--- src/rtl/mips_multicycle_control.sv ---
// ---------------------------------------------------------------------------
// mips_multicycle_control
//
// Control FSM for the multicycle MIPS datapath. Each instruction is walked
// through fetch, decode, execute, memory and writeback states. The FSM drives
// the datapath mux selects, the write enables and the ALU control word.
// MEM_LAT adds wait cycles to every memory access (FETCH, MEMRD, MEMWR), so
// the same block serves the zero-wait-state build and the slow-memory build.
//
// Parameters:
//   MEM_LAT     extra wait cycles per memory access (0..15)
//   ENABLE_BNE  1 = decode BNE (000101), 0 = treat it as illegal
//   ENABLE_J    1 = decode J (000010), 0 = treat it as illegal
//   ALU_CTRL_W  width of alu_control_o
//
// Ports:
//   clk_i          system clock, rising edge
//   reset_i        synchronous, active-high; forces every output to 0
//   opcode_i       instr[31:26] from the instruction register
//   funct_i        instr[5:0] from the instruction register
//   zero_i         ALU zero flag
//   iord_o         memory address select (0 = PC, 1 = ALUOut)
//   ir_write_o     instruction register load
//   mem_write_o    data memory write
//   mem_to_reg_o   writeback select (1 = memory data)
//   reg_dst_o      destination select (1 = rd)
//   reg_write_o    register file write
//   alu_src_a_o    ALU A select (0 = PC, 1 = rs)
//   alu_src_b_o    ALU B select (00 rt, 01 const 4, 10 signimm, 11 signimm<<2)
//   pc_src_o       next-PC select (00 ALU result, 01 ALUOut, 10 jump target)
//   pc_en_o        PC load enable
//   alu_control_o  ALU operation
//   instr_done_o   pulse on the final cycle of each instruction
//   illegal_op_o   pulse when an unsupported opcode is decoded
//   state_dbg_o    current state encoding
// ---------------------------------------------------------------------------
module mips_multicycle_control #(
    parameter int MEM_LAT    = 0,
    parameter int ENABLE_BNE = 1,
    parameter int ENABLE_J   = 1,
    parameter int ALU_CTRL_W = 3
) (
    input  logic                  clk_i,
    input  logic                  reset_i,
    input  logic [5:0]            opcode_i,
    input  logic [5:0]            funct_i,
    input  logic                  zero_i,
    output logic                  iord_o,
    output logic                  ir_write_o,
    output logic                  mem_write_o,
    output logic                  mem_to_reg_o,
    output logic                  reg_dst_o,
    output logic                  reg_write_o,
    output logic                  alu_src_a_o,
    output logic [1:0]            alu_src_b_o,
    output logic [1:0]            pc_src_o,
    output logic                  pc_en_o,
    output logic [ALU_CTRL_W-1:0] alu_control_o,
    output logic                  instr_done_o,
    output logic                  illegal_op_o,
    output logic [3:0]            state_dbg_o
);

    typedef enum logic [3:0] {
        S_FETCH  = 4'd0,
        S_DECODE = 4'd1,
        S_MEMADR = 4'd2,
        S_MEMRD  = 4'd3,
        S_MEMWB  = 4'd4,
        S_MEMWR  = 4'd5,
        S_EXEC   = 4'd6,
        S_ALUWB  = 4'd7,
        S_ADDIEX = 4'd8,
        S_ADDIWB = 4'd9,
        S_BRANCH = 4'd10,
        S_JUMP   = 4'd11
    } state_e;

    localparam logic [3:0] LAT = 4'(MEM_LAT);

    localparam logic [5:0] OP_RTYPE = 6'b000000;
    localparam logic [5:0] OP_LW    = 6'b100011;
    localparam logic [5:0] OP_SW    = 6'b101011;
    localparam logic [5:0] OP_ADDI  = 6'b001000;
    localparam logic [5:0] OP_BEQ   = 6'b000100;
    localparam logic [5:0] OP_BNE   = 6'b000101;
    localparam logic [5:0] OP_J     = 6'b000010;

    localparam logic [ALU_CTRL_W-1:0] ALU_AND = ALU_CTRL_W'(3'b000);
    localparam logic [ALU_CTRL_W-1:0] ALU_OR  = ALU_CTRL_W'(3'b001);
    localparam logic [ALU_CTRL_W-1:0] ALU_ADD = ALU_CTRL_W'(3'b010);
    localparam logic [ALU_CTRL_W-1:0] ALU_SUB = ALU_CTRL_W'(3'b110);
    localparam logic [ALU_CTRL_W-1:0] ALU_SLT = ALU_CTRL_W'(3'b111);

    state_e     state_q, state_d;
    logic [3:0] wait_q, wait_d;
    logic       is_sw_q, is_sw_d;
    logic       is_bne_q, is_bne_d;
    logic       mem_state;
    logic       mem_done;

    // The opcode is only trusted in DECODE, so the two facts needed later
    // (store vs load, BNE vs BEQ) are captured there and carried forward.
    // wait_cnt restarts on every state change and saturates at MEM_LAT.
    always_comb begin
        state_d   = state_q;
        is_sw_d   = is_sw_q;
        is_bne_d  = is_bne_q;
        mem_state = (state_q == S_FETCH) || (state_q == S_MEMRD) || (state_q == S_MEMWR);
        mem_done  = (wait_q == LAT);

        case (state_q)
            S_FETCH:  if (mem_done) state_d = S_DECODE;
            S_DECODE: begin
                is_sw_d  = (opcode_i == OP_SW);
                is_bne_d = (opcode_i == OP_BNE);
                case (opcode_i)
                    OP_LW, OP_SW: state_d = S_MEMADR;
                    OP_RTYPE:     state_d = S_EXEC;
                    OP_ADDI:      state_d = S_ADDIEX;
                    OP_BEQ:       state_d = S_BRANCH;
                    OP_BNE:       state_d = (ENABLE_BNE != 0) ? S_BRANCH : S_FETCH;
                    OP_J:         state_d = (ENABLE_J != 0) ? S_JUMP : S_FETCH;
                    default:      state_d = S_FETCH;
                endcase
            end
            S_MEMADR: state_d = is_sw_q ? S_MEMWR : S_MEMRD;
            S_MEMRD:  if (mem_done) state_d = S_MEMWB;
            S_MEMWR:  if (mem_done) state_d = S_FETCH;
            S_EXEC:   state_d = S_ALUWB;
            S_ADDIEX: state_d = S_ADDIWB;
            default:  state_d = S_FETCH;
        endcase

        if (state_d != state_q) begin
            wait_d = 4'd0;
        end else if (mem_state && (wait_q < LAT)) begin
            wait_d = wait_q + 4'd1;
        end else begin
            wait_d = wait_q;
        end
    end

    // State register; reset aborts any instruction in flight.
    always_ff @(posedge clk_i) begin
        if (reset_i) begin
            state_q  <= S_FETCH;
            wait_q   <= 4'd0;
            is_sw_q  <= 1'b0;
            is_bne_q <= 1'b0;
        end else begin
            state_q  <= state_d;
            wait_q   <= wait_d;
            is_sw_q  <= is_sw_d;
            is_bne_q <= is_bne_d;
        end
    end

    // Moore decode of the current state. Reset gates every output so that a
    // write in progress is dropped in the same cycle reset rises. An illegal
    // opcode is recognised as DECODE falling straight back to FETCH.
    always_comb begin
        iord_o        = 1'b0;
        ir_write_o    = 1'b0;
        mem_write_o   = 1'b0;
        mem_to_reg_o  = 1'b0;
        reg_dst_o     = 1'b0;
        reg_write_o   = 1'b0;
        alu_src_a_o   = 1'b0;
        alu_src_b_o   = 2'b00;
        pc_src_o      = 2'b00;
        pc_en_o       = 1'b0;
        alu_control_o = '0;
        instr_done_o  = 1'b0;
        illegal_op_o  = 1'b0;
        state_dbg_o   = 4'd0;

        if (!reset_i) begin
            state_dbg_o = state_q;
            case (state_q)
                S_FETCH: begin
                    alu_src_b_o   = 2'b01;
                    alu_control_o = ALU_ADD;
                    ir_write_o    = mem_done;
                    pc_en_o       = mem_done;
                end
                S_DECODE: begin
                    alu_src_b_o   = 2'b11;
                    alu_control_o = ALU_ADD;
                    illegal_op_o  = (state_d == S_FETCH);
                end
                S_MEMADR, S_ADDIEX: begin
                    alu_src_a_o   = 1'b1;
                    alu_src_b_o   = 2'b10;
                    alu_control_o = ALU_ADD;
                end
                S_MEMRD: iord_o = 1'b1;
                S_MEMWB: begin
                    reg_write_o  = 1'b1;
                    mem_to_reg_o = 1'b1;
                    instr_done_o = 1'b1;
                end
                S_MEMWR: begin
                    iord_o       = 1'b1;
                    mem_write_o  = 1'b1;
                    instr_done_o = mem_done;
                end
                S_EXEC: begin
                    alu_src_a_o = 1'b1;
                    case (funct_i)
                        6'b100010: alu_control_o = ALU_SUB;
                        6'b100100: alu_control_o = ALU_AND;
                        6'b100101: alu_control_o = ALU_OR;
                        6'b101010: alu_control_o = ALU_SLT;
                        default:   alu_control_o = ALU_ADD;
                    endcase
                end
                S_ALUWB: begin
                    reg_write_o  = 1'b1;
                    reg_dst_o    = 1'b1;
                    instr_done_o = 1'b1;
                end
                S_ADDIWB: begin
                    reg_write_o  = 1'b1;
                    instr_done_o = 1'b1;
                end
                S_BRANCH: begin
                    alu_src_a_o   = 1'b1;
                    alu_control_o = ALU_SUB;
                    pc_src_o      = 2'b01;
                    pc_en_o       = is_bne_q ? ~zero_i : zero_i;
                    instr_done_o  = 1'b1;
                end
                S_JUMP: begin
                    pc_src_o     = 2'b10;
                    pc_en_o      = 1'b1;
                    instr_done_o = 1'b1;
                end
                default: ;
            endcase
        end
    end

endmodule

--- config.mk ---
export PLATFORM = sky130hd
export DESIGN_NAME = mips_multicycle_control
export DESIGN_NICKNAME = d
export VERILOG_FILES = /design/src/rtl/mips_multicycle_control.sv
export SDC_FILE = /design/constraint.sdc
export NUM_CORES = 1
export LEC_CHECK = 0
export CAP_MARGIN = 20
export CORE_MARGIN = 2
export CORE_UTILIZATION = 39
export DETAILED_ROUTE_END_ITERATION = 12
export GPL_ROUTABILITY_DRIVEN = 0
export GPL_TIMING_DRIVEN = 0
export MAX_ROUTING_LAYER = met4
export PLACE_DENSITY = 0.89
export RECOVER_POWER = 25
export SYNTH_ARGS = -nofsm -noshare
export SYNTH_HDL_FRONTEND = slang
export SYNTH_SLANG_ARGS = --single-unit
--- constraint.sdc ---
create_clock -name clk_i -period 2.1 [get_ports clk_i]
set_input_delay 0.42 -clock clk_i [delete_from_list [all_inputs] [get_ports clk_i]]
set_output_delay 0.42 -clock clk_i [all_outputs]
set_load 0.05 [all_outputs]
==> metrics.md <==
| Metric | Value |
|---|---|
| Crit Path Category | `reg -> out` |
| Slowest CP cell | `or4b_4` |
| Final max-slew violation count | `0` |
| FF+latch count, synth | `6` |
| Pleak | `0.487 nW` |
| First-pass GRT wire length | `3.85 mm` |
| Num ports | `36` |
| CP required | `1.68 ns` |
| Layout cell share with drive strength beyond 1 | `42.6%` |
| Die Span Y | `46.0 um` |
| I/O Buffers | `35` |
| Fmax | `444 MHz` |
| CTS Buf Count | `3` |
| Placeable Area | `1690 um^2` |
| Setup TNS | `-0.179 ns` |
| Peak supply drop | `0.297 mV` |
| Placed Area | `1170 um^2` |
| TritonCTS clock tree | `done` |
| CTS root buf | `clkbuf_4` |
| Final Skew | `0.00308 ns` |
| Gate Count Post-Synth | `97` |
| Worst-Skew Late Latency | `0.25 ns` |
| Synth area leaders | `dfxtp_1, nor2_1, a21oi_1` |
| PD cells | `337 nW/um^2` |
| Final Non-Filler Cells | `153` |
| Max cap viols | `0` |
| Drt drc | `0` |
| Clk buf depth | `2` |
| Via count | `889` |
| DIE AREA | `2120 um^2` |
| Fin area | `1200 um^2` |
| Worst Path Max Fanout | `4` |
| Post-synth EDFFs | `0` |
| Final worst-path cycle share | `107%` |
| HPWL Detailed | `1.75 mm` |
| Final WL | `2.37 mm` |
| ANT cells | `0` |
| Clock sinks | `6` |
| RSZ-0062 raised after global routing | `true` |
| Pin count of the biggest net entering global routing | `11` |
| Worst setup SP type | `flip-flop` |
| Chip Width | `46.0 um` |
| Vias in the first global route | `834` |
| Final worst slack | `-0.152 ns` |
| WL/cell | `15.5 um` |
| Critical path data arrival time | `1.83 ns` |
| Final Hold Fails | `0` |
| Power, Total | `0.000406 W` |
| Status | `finished with violations` |
| Antenna Nets Post-Route | `0` |
| Ys flop type | `dfxtp_1` |
| Synth Warn # | `0` |
| Fin nets | `153` |
| Layout area overhead | `74.6%` |
| Minimum clock period | `2.25 ns` |
| DRT iter0 DRCs | `24` |
| Mean Syn Cell Area | `7.11 um^2` |
| Setup violations, final | `2` |
| Cells along the critical path | `or4b_4, a311oi_2, nor2_1, and4_1, buf_6` |
| Slowest stage delay, CP | `0.55 ns` |
| Failing checks | `negative setup slack` |
| Worst-margin pin slew | `0.494 ns` |
| # rows | `15` |
| Mapped Area | `689 um^2` |
| CP Capture Type | `output port` |
| Post-synth top area cell | `dfxtp_1` |
| Placed cells | `149` |
| Hold Path Class | `reg -> reg` |
| Pre-antenna DRT Iters | `4` |
| Sequential-to-total area share from yosys stat | `17.4%` |
| Gr usage total | `24.9%` |
| Share of the synthesized area in the top cell type | `17.4%` |
| Synth cell types | `34` |
| Reg clk slew, reported paths | `0.05 ns` |
| DR vias/cell | `5.81` |
| Async S/R FF share, synth | `0%` |
| Starting Density | `40.8%` |
| GR Overflow Total | `0` |
| Initial antenna violation count | `0` |
| Slew Limit Headroom | `67.2%` |
| Max H-tree Level | `1` |
| Syn_nets | `112` |
-- cell usage after synthesis, drive strengths merged, types with 4 or more instances --
library cell	count
a21oi	10
clkbuf	6
dfxtp	6
nand2b	6
nor2	14
nor2b	5
nor3	7
nor4	5
nor4b	4
xnor2	4
-- stage by stage --
stage | setup WS, ns | hold WS [ns] | utilization (%)
after floorplan | -0.100 | 0.473 | -
after global placement | -1.24 | 0.506 | 69.3
after detailed placement | -1.26 | 0.520 | 69.3
after CTS | -0.154 | 0.530 | 71.8
after global routing | -0.208 | 0.557 | 71.3
final | -0.152 | 0.531 | 71.3
-- sequential cells by signal, summed over array words and instances (netlist names) --
| signal | count |
|---|---|
| is_bne_q | 1 |
| is_sw_q | 1 |
| state_q | 4 |
-- layer usage --
metal | track usage [%] | share of wire [%] | vias up
met4 | 6.29 | 1.2 | 0
met5 | - | 0 | -
met2 | 42.5 | 50 | 31
li1 | - | - | 443
met1 | 31.5 | 45 | 411
met3 | 1.59 | 3.6 | 4
-- kinds of logic after synthesis --
group,after synthesis,share of synthesized area [%]
compound gates,20,20.0
xor+xnor,4,5.08
buf+inv,10,6.71
flops,6,17.4
mux,1,1.45
simple gates,56,49.4
-- cell type report --
type | instances | area [um^2]
Fill cell | 128 | 485
Sequential cell | 6 | 126
Tap cell | 17 | 21.3
Timing Repair Buffer | 38 | 315
Inverter | 2 | 7.51
Multi-Input combinational cell | 81 | 667
Buffer | 6 | 43.8
Clock buffer | 3 | 22.5
-- where the power goes --
part / internal (W) / switching (W) / leakage [nW] / total [W]
clock network: 0.0000648 / 0.0000442 / 0.0138 / 0.000109
registers: 0.000116 / 0.00000261 / 0.0505 / 0.000119
logic: 0.0000685 / 0.000110 / 0.422 / 0.000178
-- worst max-delay path, delay by kind of cell, from the launching register on --
kind            cells  cell delay (ns)
simple gates        3             0.83
compound gates      1             0.25
buf+inv             1             0.15
flops               1             0.35
-- final timing paths --
check                                 from           end  slack, ns  depth (start not counted)
worst max-delay path            state_q[2]  illegal_op_o      -0.15                          5
worst max register to register  state_q[2]       is_sw_q       0.50                          5
worst min register to register     is_sw_q       is_sw_q       0.53                          2
worst min-delay path               is_sw_q       is_sw_q       0.53                          2
-- what timing repair did --
item,in CTS,in global routing
gates cloned,0,0
setup endpoints to repair,21,16
hold buffers,0,0
gates resized for setup,124,25
setup buffers,2,1
pin swaps,8,4
-- placed cells by master, fill, tap and decap left out, types with 2 or more instances in the layout --
cell and count:
clkbuf_4 8, a21oi_1 9, nor4_1 2, dlymetal6s2s_1 2, dfxtp_2 2, dlygate4sd2_1 9, xnor2_1 4, buf_6 3
nand2b_1 6, buf_4 5, clkdlybuf4s15_2 2, nor4_4 2, nor2b_1 5, buf_2 6, inv_1 2, nand4b_1 2
or4b_4 2, clkbuf_2 7, dfxtp_1 3, nor3_1 3, nor3_2 4, nor4b_1 3, nand2_1 2, nor2_1 13
(Power assumes the default switching activity.)
